## src/rtl/adr_sequencer.sv

```systemverilog
// Purpose : issues a strided address sequence to a downstream cache, one access per accepted handshake.
// Latency : adr presents base_adr the cycle after start; each accepted transfer advances adr on the next edge.
// Backpr. : ready=0 holds adr/acc_count; the sequence stalls without losing or repeating an access.
//
// Ports:
//   clk, rst             - single rising-edge clock, asynchronous active-high reset
//   start                - one-cycle request; honoured only in IDLE or DONE
//   base_adr/stride/num_acc - sequence parameters, captured on the start edge only
//   ready                - downstream accepts adr this cycle
//   adr, adr_valid       - current request address and its valid flag
//   busy, done           - sequence running / finished (done held until next start)
//   acc_count            - accesses accepted in the current sequence
module adr_sequencer #(
    parameter int ADR_W = 15,
    parameter int CNT_W = 14
) (
    input  logic             clk,
    input  logic             rst,
    input  logic             start,
    input  logic [ADR_W-1:0] base_adr,
    input  logic [3:0]       stride,
    input  logic [CNT_W-1:0] num_acc,
    input  logic             ready,
    output logic [ADR_W-1:0] adr,
    output logic             adr_valid,
    output logic             busy,
    output logic             done,
    output logic [CNT_W-1:0] acc_count
);

    typedef enum logic [1:0] {
        IDLE = 2'd0,
        RUN  = 2'd1,
        DONE = 2'd2
    } state_t;

    state_t           state;
    logic [3:0]       stride_q;
    logic [CNT_W-1:0] num_q;

    logic [CNT_W-1:0] acc_inc;
    logic [ADR_W-1:0] adr_inc;

    // Address arithmetic wraps naturally at 2^ADR_W by truncation.
    assign acc_inc = acc_count + 1'b1;
    assign adr_inc = adr + {{(ADR_W-4){1'b0}}, stride_q};

    always_ff @(posedge clk or posedge rst) begin
        if (rst) begin
            state     <= IDLE;
            stride_q  <= '0;
            num_q     <= '0;
            adr       <= '0;
            adr_valid <= 1'b0;
            busy      <= 1'b0;
            done      <= 1'b0;
            acc_count <= '0;
        end else begin
            case (state)
                IDLE, DONE: begin
                    if (start) begin
                        stride_q  <= stride;
                        num_q     <= num_acc;
                        adr       <= base_adr;
                        acc_count <= '0;
                        if (num_acc == '0) begin
                            // Empty sequence completes immediately without issuing a request.
                            state     <= DONE;
                            done      <= 1'b1;
                            adr_valid <= 1'b0;
                            busy      <= 1'b0;
                        end else begin
                            state     <= RUN;
                            done      <= 1'b0;
                            adr_valid <= 1'b1;
                            busy      <= 1'b1;
                        end
                    end
                end
                RUN: begin
                    // start is deliberately not looked at here.
                    if (ready) begin
                        adr       <= adr_inc;
                        acc_count <= acc_inc;
                        if (acc_inc == num_q) begin
                            state     <= DONE;
                            done      <= 1'b1;
                            adr_valid <= 1'b0;
                            busy      <= 1'b0;
                        end
                    end
                end
                default: begin
                    state     <= IDLE;
                    adr_valid <= 1'b0;
                    busy      <= 1'b0;
                    done      <= 1'b0;
                end
            endcase
        end
    end

endmodule

```

## config.mk

```make
export PLATFORM = sky130hd
export DESIGN_NAME = adr_sequencer
export DESIGN_NICKNAME = d
export VERILOG_FILES = /design/src/rtl/adr_sequencer.sv
export SDC_FILE = /design/constraint.sdc
export NUM_CORES = 1
export LEC_CHECK = 0
export CELL_PAD_IN_SITES_DETAIL_PLACEMENT = 2
export CELL_PAD_IN_SITES_GLOBAL_PLACEMENT = 2
export CORE_ASPECT_RATIO = 0.7
export CORE_MARGIN = 8
export CORE_UTILIZATION = 26
export CTS_CLUSTER_SIZE = 20
export DETAILED_ROUTE_END_ITERATION = 6
export PLACE_DENSITY = 0.74
export SYNTH_ARGS = -nofsm -noshare
export SYNTH_HDL_FRONTEND = slang
export SYNTH_SLANG_ARGS = --single-unit
```

## constraint.sdc

```tcl
create_clock -name clk -period 1.9 [get_ports clk]
set_input_delay 0.19 -clock clk [delete_from_list [all_inputs] [get_ports clk]]
set_output_delay 0.19 -clock clk [all_outputs]
set_load 0.02 [all_outputs]
```

Word level (Yosys, flattened, before mapping):

Cells that the tools add are included.

* $add $sub $neg: 2
* equality and inequality tests: 6
* muxes and demuxes: 21
* reduce and logical (&&, ||, !) cells: 7

Operators with widths (number)
* $mux W15: 2
* $pmux W15 S2: 1
* $mux W14: 2
* $pmux W14 S2: 1
* $add A15 B4 Y15: 1
* $add A14 B1 Y14 const B: 1
* $eq A14 B14 Y1: 1
* $logic_not A14 Y1: 1
* $mux W1: 8
* $mux W2: 4
* $ne A2 B2 Y1 const B: 3
* $reduce_and A3 Y1: 2
* $pmux W1 S2: 2
* $pmux W2 S2: 1
* $eq A2 B1 Y1 const B: 1
* $eq A2 B2 Y1 const B: 1
* $logic_not A2 Y1: 1
* $reduce_and A2 Y1: 1
* $reduce_bool A2 Y1: 1
* $reduce_or A2 Y1: 1

* flip-flop bits (word level): 51
* input port bits: 37
* output and inout port bits: 32
* word-level logic and storage cells: 43

Longest topological paths before layout:

* depth after elaboration: 5
* mapped depth: 9
* mapped depth without buffers: 9

Worst setup path after synthesis:

Ideal clock, no wire load.

* kind: flip-flop to flip-flop
* start: reg acc_count[0]
* end: reg busy
* setup time: 0.132 ns
* arrival: 1.905 ns
* required time: 1.768 ns
* path slack: -0.137 ns
* stages on the path, launching flop included: 8
* buffers on the path: 0
* period minus slack after synthesis: 2.037 ns
* cells stage by stage: dfrtp_1 -> ha_1 -> xnor2_1 -> o2111a_1 -> o21ai_0 -> a2111oi_0 -> nand4_1 -> o2bb2ai_1

* longest elaborated chain between the ends: 4

Ends and longest elaborated chain
* from (decl): RTL line 28 `output logic [CNT_W-1:0] acc_count`
* from (signal assigned): RTL line 84 `acc_count <= acc_inc;`
* $add A14 B1 Y14: RTL line 45 `assign acc_inc = acc_count + 1'b1;`
* $eq A14 B14 Y1: RTL line 85 `if (acc_inc == num_q) begin`
* $ne A2 B2 Y1 (no line)
* $reduce_and A3 Y1 (no line)
* to (signal assigned): RTL line 55 `busy <= 1'b0;`
* to (signal assigned): RTL line 89 `busy <= 1'b0;`
* to (signal assigned): RTL line 96 `busy <= 1'b0;`
* to (decl): RTL line 26 `output logic busy,`

No other way between the ends.
A chain may end at the register's enable or synchronous reset.

Final worst setup path:

Same ends and word-level chain as after synthesis.

==> results_dict.tcl <==
set metrics [dict create \
    viasPerCell 5.16 \
    ctsLongestPathBuffers 2 \
    fin_ws_ns -0.280 \
    dp_slack_ns -0.261 \
    grt_pass1_wl_mm 20.3 \
    end_kind "register" \
    ys.warnings.count 0 \
    layout_common_cells "nand2_1 (77), clkdlybuf4s50_1 (68), buf_4 (59), dfrtp_1 (43), o21ai_0 (23)" \
    ant_nets 0 \
    grt_max_degree 26 \
    chipWidth_um 143 \
    period_minus_slack_ns 2.18 \
    cap_violations 0 \
    cts_made_buffers 5 \
    clk_latency_ns 0.30 \
    power.density_nw_per_um2 1470 \
    yosys-top-cells-area "dfrtp_1 (42%), nand2_1 (9.8%), o21ai_0 (5.1%)" \
    cpPeakStageDelay_ns 0.43 \
    fmaxAchievable_mhz 459 \
    grt_overflow 0 \
    final_common_cell "nand2_1" \
    nFillCells 1227 \
    rsz0062_at_grt "yes" \
    hold_path.class "input pin to async pin" \
    synth_ff_type "dfrtp_1" \
    ys_seq_area_share_pct 41.5 \
    fin_crit_sh_pct 115 \
    yosysUniqueCellTypes 51 \
    cp-start-kind "register" \
    crit_chain "buf_4 > and4_4 > nand4_1 > xnor2_1 > nor4_2 > buf_4 > nand4_1 > o2bb2ai_1" \
    fp-row-count 32 \
    holdWs_ns 0.242 \
    synth-seq-cells 49 \
    grt_pass1_vias 3640 \
    clkSinkCount 49 \
    synthArstFlopShare_pct 100 \
    numPortBuffers 68 \
    dieArea_sq_um 15100 \
    tightest_slew_ns 0.501 \
    netlist_area_sq_um 2950 \
    worstPathArrival_ns 2.35 \
    hpwl_mm 9.31 \
    instances_no_fill 624 \
    start_util_pct 26.7 \
    pin_count 69 \
    drt_iter0_drc 160 \
    multi_input_area_sq_um 1800 \
    drv_slew 0 \
    place_inst 606 \
    cp_slowest_cell "dfrtp_2" \
    die_h_um 105 \
    cts_tree "yes" \
    globalplace.congestion 0.757 \
    violations "negative setup slack" \
    antenna_found_initial 0 \
    cp_data_required_time_ns 2.07 \
    synth-edff-count 0 \
    clk_pin_slew_ns 0.07 \
    p_leak_nw 1.98 \
    finalSetupViolations 8 \
    htreeDepth 2 \
    synthToLayoutAreaGrowth_pct 57.7 \
    hold_viol_final 0 \
    cts_root_buf "clkbuf_16" \
    track_usage_pct 17.0 \
    firstDrtPassIters 4 \
    avgSynthCellArea_sq_um 8.39 \
    fp.coreArea_sq_um 11100 \
    layout.nets 513 \
    synth_top_area_share_pct 41.5 \
    fin_skew_ns 0.00947 \
    dr_total_vias 3220 \
    slew_headroom_pct 66.6 \
    ff_latch_area_sq_um 1230 \
    syn_nets 395 \
    cp_max_fo 5 \
    ir_drop_mv 0.621 \
    antenna_cells 0 \
    status "finished, violations left" \
    wl_mm 13.1 \
    drc 0 \
    synthCells 352 \
    wl_per_cell_um 21.0 \
    worstSetupPathType "register to register" \
    drive_gt1_share_pct 24.8 \
    netlist.top_cell.by_area "dfrtp_1" \
]
[synth_stat cells (2+ instances only)]
cell,n
nor4_1,5
xor2_1,6
a21oi_1,10
o21a_1,2
o211ai_1,5
or4_1,2
o21ai_0,30
mux2i_1,3
inv_1,8
buf_2,5
nand3_1,12
a221oi_1,2
nor2b_1,9
xnor2_1,11
nand4_1,4
ha_1,5
nor3_1,6
a31oi_1,9
a22oi_1,4
and2_1,2
nand2_1,77
and3_1,9
nor2_1,22
o22ai_1,4
nand2b_1,3
clkbuf_1,16
o31ai_1,6
dfrtp_1,49
a22o_1,4
[metrics by stage]
| step | TNS, ns | power, mW | cell area (sq um) | utilization (%) |
|---|---|---|---|---|
| after floorplan | -0.0262 | 3.63 | 2980 | - |
| after global placement | -0.665 | 5.06 | 4250 | 38.4 |
| after detailed placement | -1.47 | 5.28 | 4250 | 38.4 |
| after CTS | -0.202 | 6.50 | 4520 | 40.9 |
| after global routing | -1.50 | 7.29 | 4660 | 42.1 |
| final | -0.744 | 6.86 | 4660 | 42.1 |
[cell type report]
class,instances,share of cell area (%)
Clock inverter,1,0.161
Timing Repair Buffer,133,26.7
Clock buffer,7,3.06
Multi-Input combinational cell,273,38.8
Tap cell,153,4.11
Sequential cell,49,26.5
Inverter,8,0.699
[kinds of logic (layout without fill, tap and decap cells)]
logic type                 Yosys count  after routing  share of synthesized area [%]
buffers and inverters               30            149                           4.15
DFF                                 49             49                           41.5
and+or+nand+nor                    157            157                           25.6
muxes                                3              3                           1.02
adders and majority gates            6              6                           2.80
AOI/OAI and AO/OA                   90             90                           19.8
xor gates and xnor gates            17             17                           5.04
[final timing paths]
kind | end | slack (ns) | depth (start not counted) | start
worst max-delay path | busy$_DFFE_PP0P_ | -0.28 | 8 | acc_count[0]$_DFFE_PP0P_
max in group asynchronous | adr[5]$_DFFE_PP0P_ | 1.14 | 3 | rst
min in group clk | stride_q[3]$_DFFE_PP0P_ | 0.41 | 3 | stride[3]
worst min register to register | num_q[7]$_DFFE_PP0P_ | 0.51 | 2 | num_q[7]$_DFFE_PP0P_
worst min-delay path | acc_count[13]$_DFFE_PP0P_ | 0.24 | 2 | rst
worst max register to register | busy$_DFFE_PP0P_ | -0.28 | 8 | acc_count[0]$_DFFE_PP0P_
[worst max-delay path: cells and delay by family, from the launching register on]
family,cells,cell delay (ns)
AND/OR/NAND/NOR,4,0.92
flip-flops,1,0.43
buffers and inverters,2,0.32
XOR/XNOR,1,0.21
AO/OA/AOI/OAI,1,0.17
[sequential cells by signal, indices dropped and copies added, names as in the netlist]
signal	cells
acc_count	14
num_q	14
busy	1
stride_q	4
adr	15
done	1
[layer usage]
layer / vias to the layer above / track usage [%] / wire length (um)
met3: 9 / 3.14 / 506
met2: 63 / 28.5 / 6480
met4: 0 / 4.11 / 132
li1: 1487 / - / -
met1: 1661 / 21.9 / 6000
met5: - / 0 / 0
[report_power, final]
group	switching (mW)	leakage [nW]	total, mW	internal [mW]
Sequential	0.532	0.600	1.96	1.43
Clock	0.418	0.0701	0.944	0.526
Combinational	2.08	1.31	3.95	1.87
Total	3.03	1.98	6.86	3.83
[what timing repair did]
action	4_1_cts	5_1_grt
hold buffers	0	0
buffers inserted	8	2
setup endpoints to repair	10	17
pin swaps	14	15
resized for setup	18	26
Power figures use the tool's default switching activity.
